`config.mk`:
```
export PLATFORM = sky130hd
export DESIGN_NAME = des_lane_arbiter_flat
export DESIGN_NICKNAME = d
export VERILOG_FILES = /design/src/rtl/des_lane_arbiter_if.sv /design/src/rtl/des_lane_arbiter.sv /design/src/flat_wrapper.sv
export SDC_FILE = /design/constraint.sdc
export NUM_CORES = 1
export LEC_CHECK = 0
export ABC_AREA = 0
export CAP_MARGIN = 40
export CORE_MARGIN = 2
export CORE_UTILIZATION = 49
export CTS_CLUSTER_DIAMETER = 200
export DETAILED_ROUTE_END_ITERATION = 16
export PLACE_DENSITY = 0.79
export SLEW_MARGIN = 15
export SYNTH_ARGS = -nofsm -noshare
export SYNTH_HDL_FRONTEND = slang
export SYNTH_SLANG_ARGS = --single-unit
```
`constraint.sdc`:
```
create_clock -name clock -period 2.15 [get_ports clock]
set_clock_uncertainty 0.15 [all_clocks]
set_input_delay 0.3225 -clock clock [delete_from_list [all_inputs] [get_ports clock]]
set_output_delay 0.3225 -clock clock [all_outputs]
set_load 0.02 [all_outputs]
```
`src/rtl/des_lane_arbiter_if.sv`:
```
// Bus between the serial lanes, the lane arbiter and the downstream word consumer.
//   I_Req   : per-source beat valid
//   I_Data  : per-source beats, source i at [i*WIDTH_INPUT +: WIDTH_INPUT]
//   O_Grant : one-hot grant of the source being gathered
//   O_Valid : assembled word valid
//   O_Src   : source ID of the word
//   O_Data  : assembled word, zero while O_Valid is low
//   I_Ready : downstream accepts the word
// master = arbiter side, slave = lanes/consumer side.
interface des_lane_arbiter_if #(
  parameter int unsigned NUM_SRC      = 4,
  parameter int unsigned WIDTH_INPUT  = 8,
  parameter int unsigned WIDTH_OUTPUT = 32
);
  localparam int unsigned WIDTH_SRC = (NUM_SRC > 1) ? $clog2(NUM_SRC) : 1;

  logic [NUM_SRC-1:0]             I_Req;
  logic [NUM_SRC*WIDTH_INPUT-1:0] I_Data;
  logic [NUM_SRC-1:0]             O_Grant;
  logic                           O_Valid;
  logic [WIDTH_SRC-1:0]           O_Src;
  logic [WIDTH_OUTPUT-1:0]        O_Data;
  logic                           I_Ready;

  modport master (
    input  I_Req, I_Data, I_Ready,
    output O_Grant, O_Valid, O_Src, O_Data
  );

  modport slave (
    output I_Req, I_Data, I_Ready,
    input  O_Grant, O_Valid, O_Src, O_Data
  );
endinterface

```
`src/rtl/des_lane_arbiter.sv`:
```
// Round-robin arbiter that shares one deserializer between NUM_SRC serial lanes.
// A winning lane is granted for BEATS beats; the beats are packed LSB-first
// into one WIDTH_OUTPUT word presented with the source ID on a valid/ready port.
//   clock : rising-edge clock
//   reset : synchronous, active-high
//   bus   : des_lane_arbiter_if.master (I_Req, I_Data, I_Ready in; O_Grant, O_Valid, O_Src, O_Data out)
module des_lane_arbiter #(
  parameter int unsigned NUM_SRC      = 4,
  parameter int unsigned WIDTH_INPUT  = 8,
  parameter int unsigned WIDTH_OUTPUT = 32
) (
  input logic                clock,
  input logic                reset,
  des_lane_arbiter_if.master bus
);
  localparam int unsigned BEATS     = WIDTH_OUTPUT / WIDTH_INPUT;
  localparam int unsigned WIDTH_SRC = (NUM_SRC > 1) ? $clog2(NUM_SRC) : 1;
  localparam int unsigned WIDTH_CNT = $clog2(BEATS + 1);

  typedef enum logic [1:0] {
    S_IDLE,
    S_GATHER,
    S_OUTPUT
  } state_t;

  state_t                  state_q, state_d;
  logic [WIDTH_SRC-1:0]    src_q, src_d;
  logic [WIDTH_SRC-1:0]    last_q, last_d;
  logic [WIDTH_CNT-1:0]    count_q, count_d;
  logic [WIDTH_OUTPUT-1:0] data_q, data_d;
  logic [NUM_SRC-1:0]      grant_q, grant_d;
  logic                    valid_q, valid_d;
  logic [WIDTH_SRC-1:0]    osrc_q, osrc_d;
  logic [WIDTH_OUTPUT-1:0] odata_q, odata_d;

  logic                    any_req_c;
  logic [WIDTH_SRC-1:0]    winner_c;
  logic                    src_req_c;
  logic [WIDTH_INPUT-1:0]  beat_c;
  logic [WIDTH_OUTPUT-1:0] word_c;

  // Round-robin pick: lowest requester above last, otherwise lowest requester overall.
  always_comb begin
    any_req_c = 1'b0;
    winner_c  = '0;
    for (int i = 0; i < NUM_SRC; i++) begin
      if (!any_req_c && bus.I_Req[i] && (WIDTH_SRC'(i) > last_q)) begin
        any_req_c = 1'b1;
        winner_c  = WIDTH_SRC'(i);
      end
    end
    for (int i = 0; i < NUM_SRC; i++) begin
      if (!any_req_c && bus.I_Req[i]) begin
        any_req_c = 1'b1;
        winner_c  = WIDTH_SRC'(i);
      end
    end
  end

  // Beat and request of the granted source only; other lanes are ignored.
  always_comb begin
    src_req_c = 1'b0;
    beat_c    = '0;
    for (int i = 0; i < NUM_SRC; i++) begin
      if (src_q == WIDTH_SRC'(i)) begin
        src_req_c = bus.I_Req[i];
        beat_c    = bus.I_Data[i*WIDTH_INPUT +: WIDTH_INPUT];
      end
    end
  end

  // Partial word with the current beat placed at the slot selected by count.
  always_comb begin
    word_c = data_q;
    for (int b = 0; b < BEATS; b++) begin
      if (count_q == WIDTH_CNT'(b)) begin
        word_c[b*WIDTH_INPUT +: WIDTH_INPUT] = beat_c;
      end
    end
  end

  // Next-state and registered-output logic.
  always_comb begin
    state_d = state_q;
    src_d   = src_q;
    last_d  = last_q;
    count_d = count_q;
    data_d  = data_q;
    grant_d = '0;
    valid_d = valid_q;
    osrc_d  = osrc_q;
    odata_d = odata_q;

    case (state_q)
      S_IDLE: begin
        if (any_req_c) begin
          src_d   = winner_c;
          count_d = '0;
          data_d  = '0;
          grant_d = NUM_SRC'(1) << winner_c;
          state_d = S_GATHER;
        end
      end

      S_GATHER: begin
        grant_d = NUM_SRC'(1) << src_q;
        if (src_req_c) begin
          data_d = word_c;
          if (count_q == WIDTH_CNT'(BEATS - 1)) begin
            // Last beat: count wraps to 0 so it never stores BEATS.
            count_d = '0;
            grant_d = '0;
            valid_d = 1'b1;
            osrc_d  = src_q;
            odata_d = word_c;
            state_d = S_OUTPUT;
          end else begin
            count_d = count_q + WIDTH_CNT'(1);
          end
        end
      end

      S_OUTPUT: begin
        if (bus.I_Ready) begin
          last_d  = src_q;
          valid_d = 1'b0;
          osrc_d  = '0;
          odata_d = '0;
          state_d = S_IDLE;
        end
      end

      default: begin
        state_d = S_IDLE;
      end
    endcase
  end

  // State and output registers.
  always_ff @(posedge clock) begin
    if (reset) begin
      state_q <= S_IDLE;
      src_q   <= '0;
      last_q  <= WIDTH_SRC'(NUM_SRC - 1);
      count_q <= '0;
      data_q  <= '0;
      grant_q <= '0;
      valid_q <= 1'b0;
      osrc_q  <= '0;
      odata_q <= '0;
    end else begin
      state_q <= state_d;
      src_q   <= src_d;
      last_q  <= last_d;
      count_q <= count_d;
      data_q  <= data_d;
      grant_q <= grant_d;
      valid_q <= valid_d;
      osrc_q  <= osrc_d;
      odata_q <= odata_d;
    end
  end

  assign bus.O_Grant = grant_q;
  assign bus.O_Valid = valid_q;
  assign bus.O_Src   = osrc_q;
  assign bus.O_Data  = odata_q;
endmodule
```
`src/flat_wrapper.sv`:
```
// flat-port wrapper written by rule: the top's interface ports become plain ports
module des_lane_arbiter_flat 
#(
  parameter int unsigned NUM_SRC      = 4,
  parameter int unsigned WIDTH_INPUT  = 8,
  parameter int unsigned WIDTH_OUTPUT = 32
)
  (clock, reset, bus_I_Req, bus_I_Data, bus_I_Ready, bus_O_Grant, bus_O_Valid, bus_O_Src, bus_O_Data);
  des_lane_arbiter_if #(.NUM_SRC(NUM_SRC), .WIDTH_INPUT(WIDTH_INPUT), .WIDTH_OUTPUT(WIDTH_OUTPUT)) bus_i ();
  input logic clock;
  input logic reset;
  input wire logic [$bits(bus_i.I_Req)-1:0] bus_I_Req;
  input wire logic [$bits(bus_i.I_Data)-1:0] bus_I_Data;
  input wire logic [$bits(bus_i.I_Ready)-1:0] bus_I_Ready;
  output wire logic [$bits(bus_i.O_Grant)-1:0] bus_O_Grant;
  output wire logic [$bits(bus_i.O_Valid)-1:0] bus_O_Valid;
  output wire logic [$bits(bus_i.O_Src)-1:0] bus_O_Src;
  output wire logic [$bits(bus_i.O_Data)-1:0] bus_O_Data;
  assign bus_i.I_Req = bus_I_Req;
  assign bus_i.I_Data = bus_I_Data;
  assign bus_i.I_Ready = bus_I_Ready;
  assign bus_O_Grant = bus_i.O_Grant;
  assign bus_O_Valid = bus_i.O_Valid;
  assign bus_O_Src = bus_i.O_Src;
  assign bus_O_Data = bus_i.O_Data;
  des_lane_arbiter #(.NUM_SRC(NUM_SRC), .WIDTH_INPUT(WIDTH_INPUT), .WIDTH_OUTPUT(WIDTH_OUTPUT)) u_core (.clock(clock), .reset(reset), .bus(bus_i));
endmodule
```
==> results of run 1 <==
metrics by stage:
step,cells,setup slack [ps]
after floorplan,348,211.6
after global placement,498,-99.13
after detailed placement,498,-158.3
after CTS,514,115.2
after global routing,514,3.295
final,514,98.22
layer usage:
| layer | global-route usage, % | vias to the layer above | share of wire, % |
|---|---|---|---|
| li1 | - | 1416 | - |
| met2 | 39.73 | 102 | 50 |
| met4 | 10.25 | 0 | 3.3 |
| met5 | 0 | - | 0 |
| met3 | 4.621 | 26 | 5.4 |
| met1 | 28.60 | 1321 | 42 |
layout make-up:
cell class | instances | area (µm²)
clock inverter | 5 | 80.08
sequential | 72 | 1441
fill | 501 | 1938
inverter | 7 | 26.28
multi-input combinational | 244 | 1612
tap | 77 | 96.34
clock buffer | 11 | 141.4
timing repair buffer | 98 | 978.4
registers in the layout, indices dropped and copies added, names as in the netlist:
| name | count |
|---|---|
| u_core.bus.O_Data | 32 |
| u_core.data_q | 24 |
| u_core.bus.O_Grant | 4 |
| u_core.count_q | 3 |
| u_core.bus.O_Src | 2 |
| u_core.last_q | 2 |
| u_core.src_q | 2 |
| u_core.state_q | 2 |
| u_core.bus.O_Valid | 1 |
cells by family after synthesis:
kind of cell	Yosys count	share of synthesized area [%]
and+or+nand+nor	119	16.82
AOI/OAI and AO/OA	110	24.90
DFF	72	45.18
buffers and inverters	32	4.549
muxes	11	6.980
adders and majority gates	4	1.569
Yosys cell counts, types with 4 or more instances:
cell / n / area share, %
o21ai_0: 4 / 0.63
mux4_2: 9 / 6.4
nand2b_1: 7 / 1.4
nand2_1: 79 / 9.3
o32ai_1: 4 / 1.1
a21o_1: 26 / 6.1
ha_1: 4 / 1.6
clkbuf_1: 13 / 1.5
buf_2: 6 / 0.94
inv_1: 7 / 0.82
a22o_1: 32 / 8.8
nor2b_1: 7 / 1.4
nand3_1: 6 / 0.94
dfxtp_1: 72 / 45
nor2_1: 6 / 0.71
a21oi_1: 34 / 5.3
power by group:
part	leakage (nW)	switching [mW]	total, mW	internal (mW)
combinational	1.27	0.286	0.521	0.235
clock	0.106	0.499	1.18	0.683
sequential	0.582	0.0264	1.39	1.36
worst max-delay path, delay by kind of cell (launching register included):
kind / cells / cell delay [ps]
DFF: 1 / 420
adders and majority gates: 1 / 220
buffers and inverters: 1 / 210
and+or+nand+nor: 3 / 850
AOI/OAI and AO/OA: 1 / 140
final timing paths:
check                    startpoint                     to  cells past startpoint
setup / recovery  u_core.count_q[0]  u_core.bus.O_Data[11]                      6
hold / removal     u_core.data_q[3]       u_core.data_q[3]                      1
setup reg to reg  u_core.count_q[0]  u_core.bus.O_Data[11]                      6
hold reg to reg    u_core.data_q[3]       u_core.data_q[3]                      1
==> out/qor.csv, run 1 <==
stage;metric;value;unit
floorplan;Die Span X;84.69;µm
layout;Final nets;475;
routing;final WL;8.074;mm
clock_tree;CTS resizes;1;
min_path;Hold Crit Class;flop to flop;
layout;commonest cells after routing, fill and taps aside;nand2_1, clkdlybuf4s50_1, dfxtp_1;
clock_tree;Clock Pin Slew Worst Setup and Hold Paths;80;ps
layout;Core Util, Final;69.30;%
sta;count of final hold-check violations;0;
worst_setup_path;r2r setup slk;100;ps
layout;ANT cells;0;
worst_setup_path;critical path launch point type;flop;
grt;vias in the first global route;2745;
layout;design area;4375;µm²
routing;post-route DRC violation count;0;
routing;drt pass-1 iters;4;
job;reported max-cap violation count;0;
worst_setup_path;Crit Path Class;flop to flop;
power;Total Power;3.095;mW
sta;setup TNS;0;ps
sta;FMAX;487.4;MHz
routing;DR vias;2865;
sta;final setup violation count;0;
routing;vias per cell;5.574;
routing;Antenna Nets Post-Route;0;
layout;share of layout cells above drive strength 1;11.67;%
synthesis;Post-synth top flop;dfxtp_1;
sta;actual slew at the worst max-slew pin;597.9;ps
floorplan;core footprint;6314;µm²
floorplan;Die Y;84.69;µm
power;Pleak;1.954;nW
sta;minimum clock period;2052;ps
worst_setup_path;critical path required time;2280;ps
synthesis;Seq/Total Area, Yosys;45.18;%
synthesis;Synth cell types;39;
sta;worst hold margin;302.2;ps
grt;Total GRT Usage;23.32;%
sta;max-slew violation count;0;
routing;WL/cell;15.71;µm
clock_tree;clock buffer depth;2;
clock_tree;CTS sink cnt;72;
layout;commonest non-fill, non-tap cell in the layout;nand2_1;
synthesis;Post-Syn Area;3191;µm²
power;VDD IR max;0.0005076;V
worst_setup_path;critical-path maximum fanout;20;
sta;RSZ-0062 raised after global routing;no;
worst_setup_path;crit path DAT;2190;ps
routing;Starting DRT DRC Count;133;
synthesis;EDFF count, synth;0;
floorplan;Initial Utilization;50.54;%
sta;Rel. slew slack;60.06;%
synthesis;Ys Warns;0;
clock_tree;root buffer cell;clkbuf_8;
layout;area grow syn2layout;37.14;%
worst_setup_path;CP max stage delay;420;ps
clock_tree;CTS tree;done;
clock_tree;H-tree depth;3;
grt;largest net degree at the start of global routing;33;
power;PD cells;707.3;nW/µm²
synthesis;syn nets;391;
clock_tree;# hold bufs at CTS;0;
synthesis;FF+latch count, synth;72;
worst_setup_path;Crit. End Element;flop;
placed_design;DP Area;4151;µm²
clock_tree;clock buffer count from CTS;9;
placed_design;HPWL after detailed placement;5.819;mm
clock_tree;setup bufs post-CTS;0;
status;outcome;completed;
floorplan;FP Rows;29;
grt;initial antenna violation count;0;
worst_setup_path;CP max-delay cell;dfxtp_1;
placed_design;GP Congestion;0.9122;
floorplan;IO Pins;78;
worst_setup_path;crit-path cells;ha_1 > nor2b_2 > nand2_1 > nor3_2 > buf_12 > a22o_1;
grt;grt total ovfl;0;
synthesis;ys async rst share;0;%
grt;first-pass GRT wire length;13.10;mm
floorplan;Die Footprint;7172;µm²
placed_design;Port Buffers;77;
sta;crit share post-route;95.43;%
synthesis;mean post-synth cell area;9.168;µm²
clock_tree;Worst-Skew Late Latency;340;ps
synthesis;post-synthesis cell count;348;
Note: power is estimated with default switching activity, not from simulation.
==> run 2: changes to the inputs <==
--- a/config.mk
+++ b/config.mk
@@ -12,6 +12,7 @@
 export CTS_CLUSTER_DIAMETER = 200
 export DETAILED_ROUTE_END_ITERATION = 16
 export PLACE_DENSITY = 0.79
+export SETUP_SLACK_MARGIN = 0.02
 export SLEW_MARGIN = 15
 export SYNTH_ARGS = -nofsm -noshare
 export SYNTH_HDL_FRONTEND = slang
==> out/qor.csv, run 2 (synthesis gave the netlist of run 1 again) <==
stage;metric;value;unit
min_path;Hold EP;u_core.data_q[6];
sta;crit share post-route;95.33;%
layout;ANT cells;0;
layout;register area;1441;µm²
worst_setup_path;r2r setup slk;120;ps
routing;Starting DRT DRC Count;154;
worst_setup_path;critical-path maximum fanout;6;
sta;setup TNS;0;ps
layout;Non-Filler Instances;514;
floorplan;Initial Utilization;50.54;%
clock_tree;setup bufs post-CTS;0;
routing;drt pass-1 iters;4;
floorplan;Die Span X;84.69;µm
worst_setup_path;RR Endpoint;u_core.bus.O_Grant[2];
clock_tree;clock buffer count from CTS;9;
routing;Antenna Nets Post-Route;0;
worst_setup_path;CP max-delay cell;mux4_2;
power;internal power;2.283;mW
grt;initial antenna violation count;0;
clock_tree;H-tree depth;3;
clock_tree;Worst-Skew Late Latency;340;ps
clock_tree;# hold bufs at CTS;0;
routing;final WL;8.079;mm
clock_tree;root buffer cell;clkbuf_8;
placed_design;HPWL after detailed placement;5.819;mm
worst_setup_path;Crit. End Element;flop;
worst_setup_path;CP top delay family;multiplexers;
power;PD cells;706.0;nW/µm²
layout;commonest non-fill, non-tap cell in the layout;nand2_1;
layout;commonest cells after routing, fill and taps aside;nand2_1, clkdlybuf4s50_1, dfxtp_1;
sta;max-slew violation count;0;
placed_design;post-place setup slack;-158.3;ps
floorplan;IO Pins;78;
worst_setup_path;crit path DAT;2130;ps
min_path;Hold Crit Class;flop to flop;
worst_setup_path;critical path launch point type;input port;
routing;DR vias;2878;
layout;design area;4382;µm²
placed_design;Cells after DPL;498;
min_path;Hold Crit Start;u_core.data_q[6];
worst_setup_path;Crit Path Class;input port to flop;
status;outcome;completed;
clock_tree;CTS sink cnt;72;
routing;WL/cell;15.72;µm
sta;RSZ-0062 raised after global routing;no;
job;reported max-cap violation count;0;
layout;fillers;499;
worst_setup_path;crit path from;bus_I_Req[3];
sta;count of final hold-check violations;0;
layout;Final nets;475;
layout;max reg flops;32;
placed_design;Port Buffers;77;
placed_design;DP Area;4151;µm²
clock_tree;CTS tree;done;
sta;FMAX;487.9;MHz
worst_setup_path;critical path required time;2230;ps
sta;minimum clock period;2050;ps
floorplan;core footprint;6314;µm²
floorplan;FP Rows;29;
floorplan;Die Y;84.69;µm
placed_design;GP Congestion;0.9122;
worst_setup_path;CP max stage delay;550;ps
power;Clk pwr share;38.2;%
sta;final setup violation count;0;
layout;area grow syn2layout;37.33;%
sta;actual slew at the worst max-slew pin;607.3;ps
grt;largest net degree at the start of global routing;33;
power;VDD IR max;0.0005055;V
routing;vias per cell;5.599;
clock_tree;clock buffer depth;2;
worst_setup_path;worst flop-to-flop path startpoint;u_core.src_q[0];
power;Switching Share;26.19;%
grt;Total GRT Usage;23.32;%
clock_tree;Clock Pin Slew Worst Setup and Hold Paths;70;ps
worst_setup_path;crit-path cells;clkdlybuf4s50_1 > mux4_2 > a21o_1 > or3_4 > o32ai_1;
power;Pleak;1.960;nW
grt;grt total ovfl;0;
worst_setup_path;R2R cell count;4;
power;Comb pwr share;16.9;%
layout;share of layout cells above drive strength 1;11.67;%
layout;multi-input logic area;1618;µm²
power;Seq pwr share;45.0;%
sta;Final WS setup;100.4;ps
routing;post-route DRC violation count;0;
sta;Rel. slew slack;59.43;%
min_path;hold path depth;1;
worst_setup_path;crit path buf inv count;1;
floorplan;Die Footprint;7172;µm²
grt;first-pass GRT wire length;13.10;mm
grt;vias in the first global route;2745;
power;switching pwr;810.2;µW
run 2: timing repair:
action | 4_1_cts | 5_1_grt
setup endpoints to repair | 25 | 8
endpoints found under the hold margin | 0 | 0
resized for setup | 1 | 1
run 2: worst max path at each step:
stage | endpoint | slack [ps] | cells past startpoint
2_1_floorplan | u_core.bus.O_Grant[0] | 210 | 5
3_3_place_gp | u_core.bus.O_Grant[0] | -100 | 5
3_5_place_dp | u_core.bus.O_Grant[2] | -160 | 5
4_1_cts | u_core.bus.O_Data[11] | 120 | 6
5_1_grt | u_core.bus.O_Grant[1] | 40 | 4
6_report | u_core.bus.O_Grant[2] | 100 | 5
run 2: metrics by stage:
stage,util (%),hold slack (ps),power [mW]
3_5_place_dp,65.76,288.9,1.938
2_1_floorplan,-,275.9,1.731
6_report,69.40,305.3,3.093
3_3_place_gp,65.76,281.8,1.931
4_1_cts,69.30,306.1,3.104
5_1_grt,69.40,315.8,3.217
run 2: metal layers:
metal | part of all wire, % | track usage, % | routed length [µm] | vias to the layer above
met1 | 42 | 28.60 | 3373 | 1336
met4 | 3.3 | 10.25 | 264 | 0
li1 | - | - | - | 1415
met5 | 0 | 0 | 0 | -
met2 | 50 | 39.73 | 4025 | 98
met3 | 5.1 | 4.621 | 416 | 29
run 2: area by class of cell:
cell class | instances | share of cell area [%]
Sequential cell | 72 | 32.90
Tap cell | 77 | 2.199
Multi-Input combinational cell | 244 | 36.92
Clock buffer | 11 | 3.227
Timing Repair Buffer | 98 | 22.33
Inverter | 7 | 0.5997
Clock inverter | 5 | 1.828
run 2: power groups by stage:
stage                     Sequential (mW)  Combinational [mW]  Clock [mW]
after floorplan                      1.42               0.311           0
after global routing                 1.40               0.570        1.25
final                                1.39               0.522        1.18
after CTS                            1.39               0.521        1.19
after detailed placement             1.42               0.517           0
after global placement               1.42               0.510           0
run 2: worst register-to-register path: cells and delay by family, from the launching register on:
family,cells,cell delay (ps)
muxes,1,580
and+or+nand+nor,1,340
DFF,1,360
AOI/OAI and AO/OA,2,500
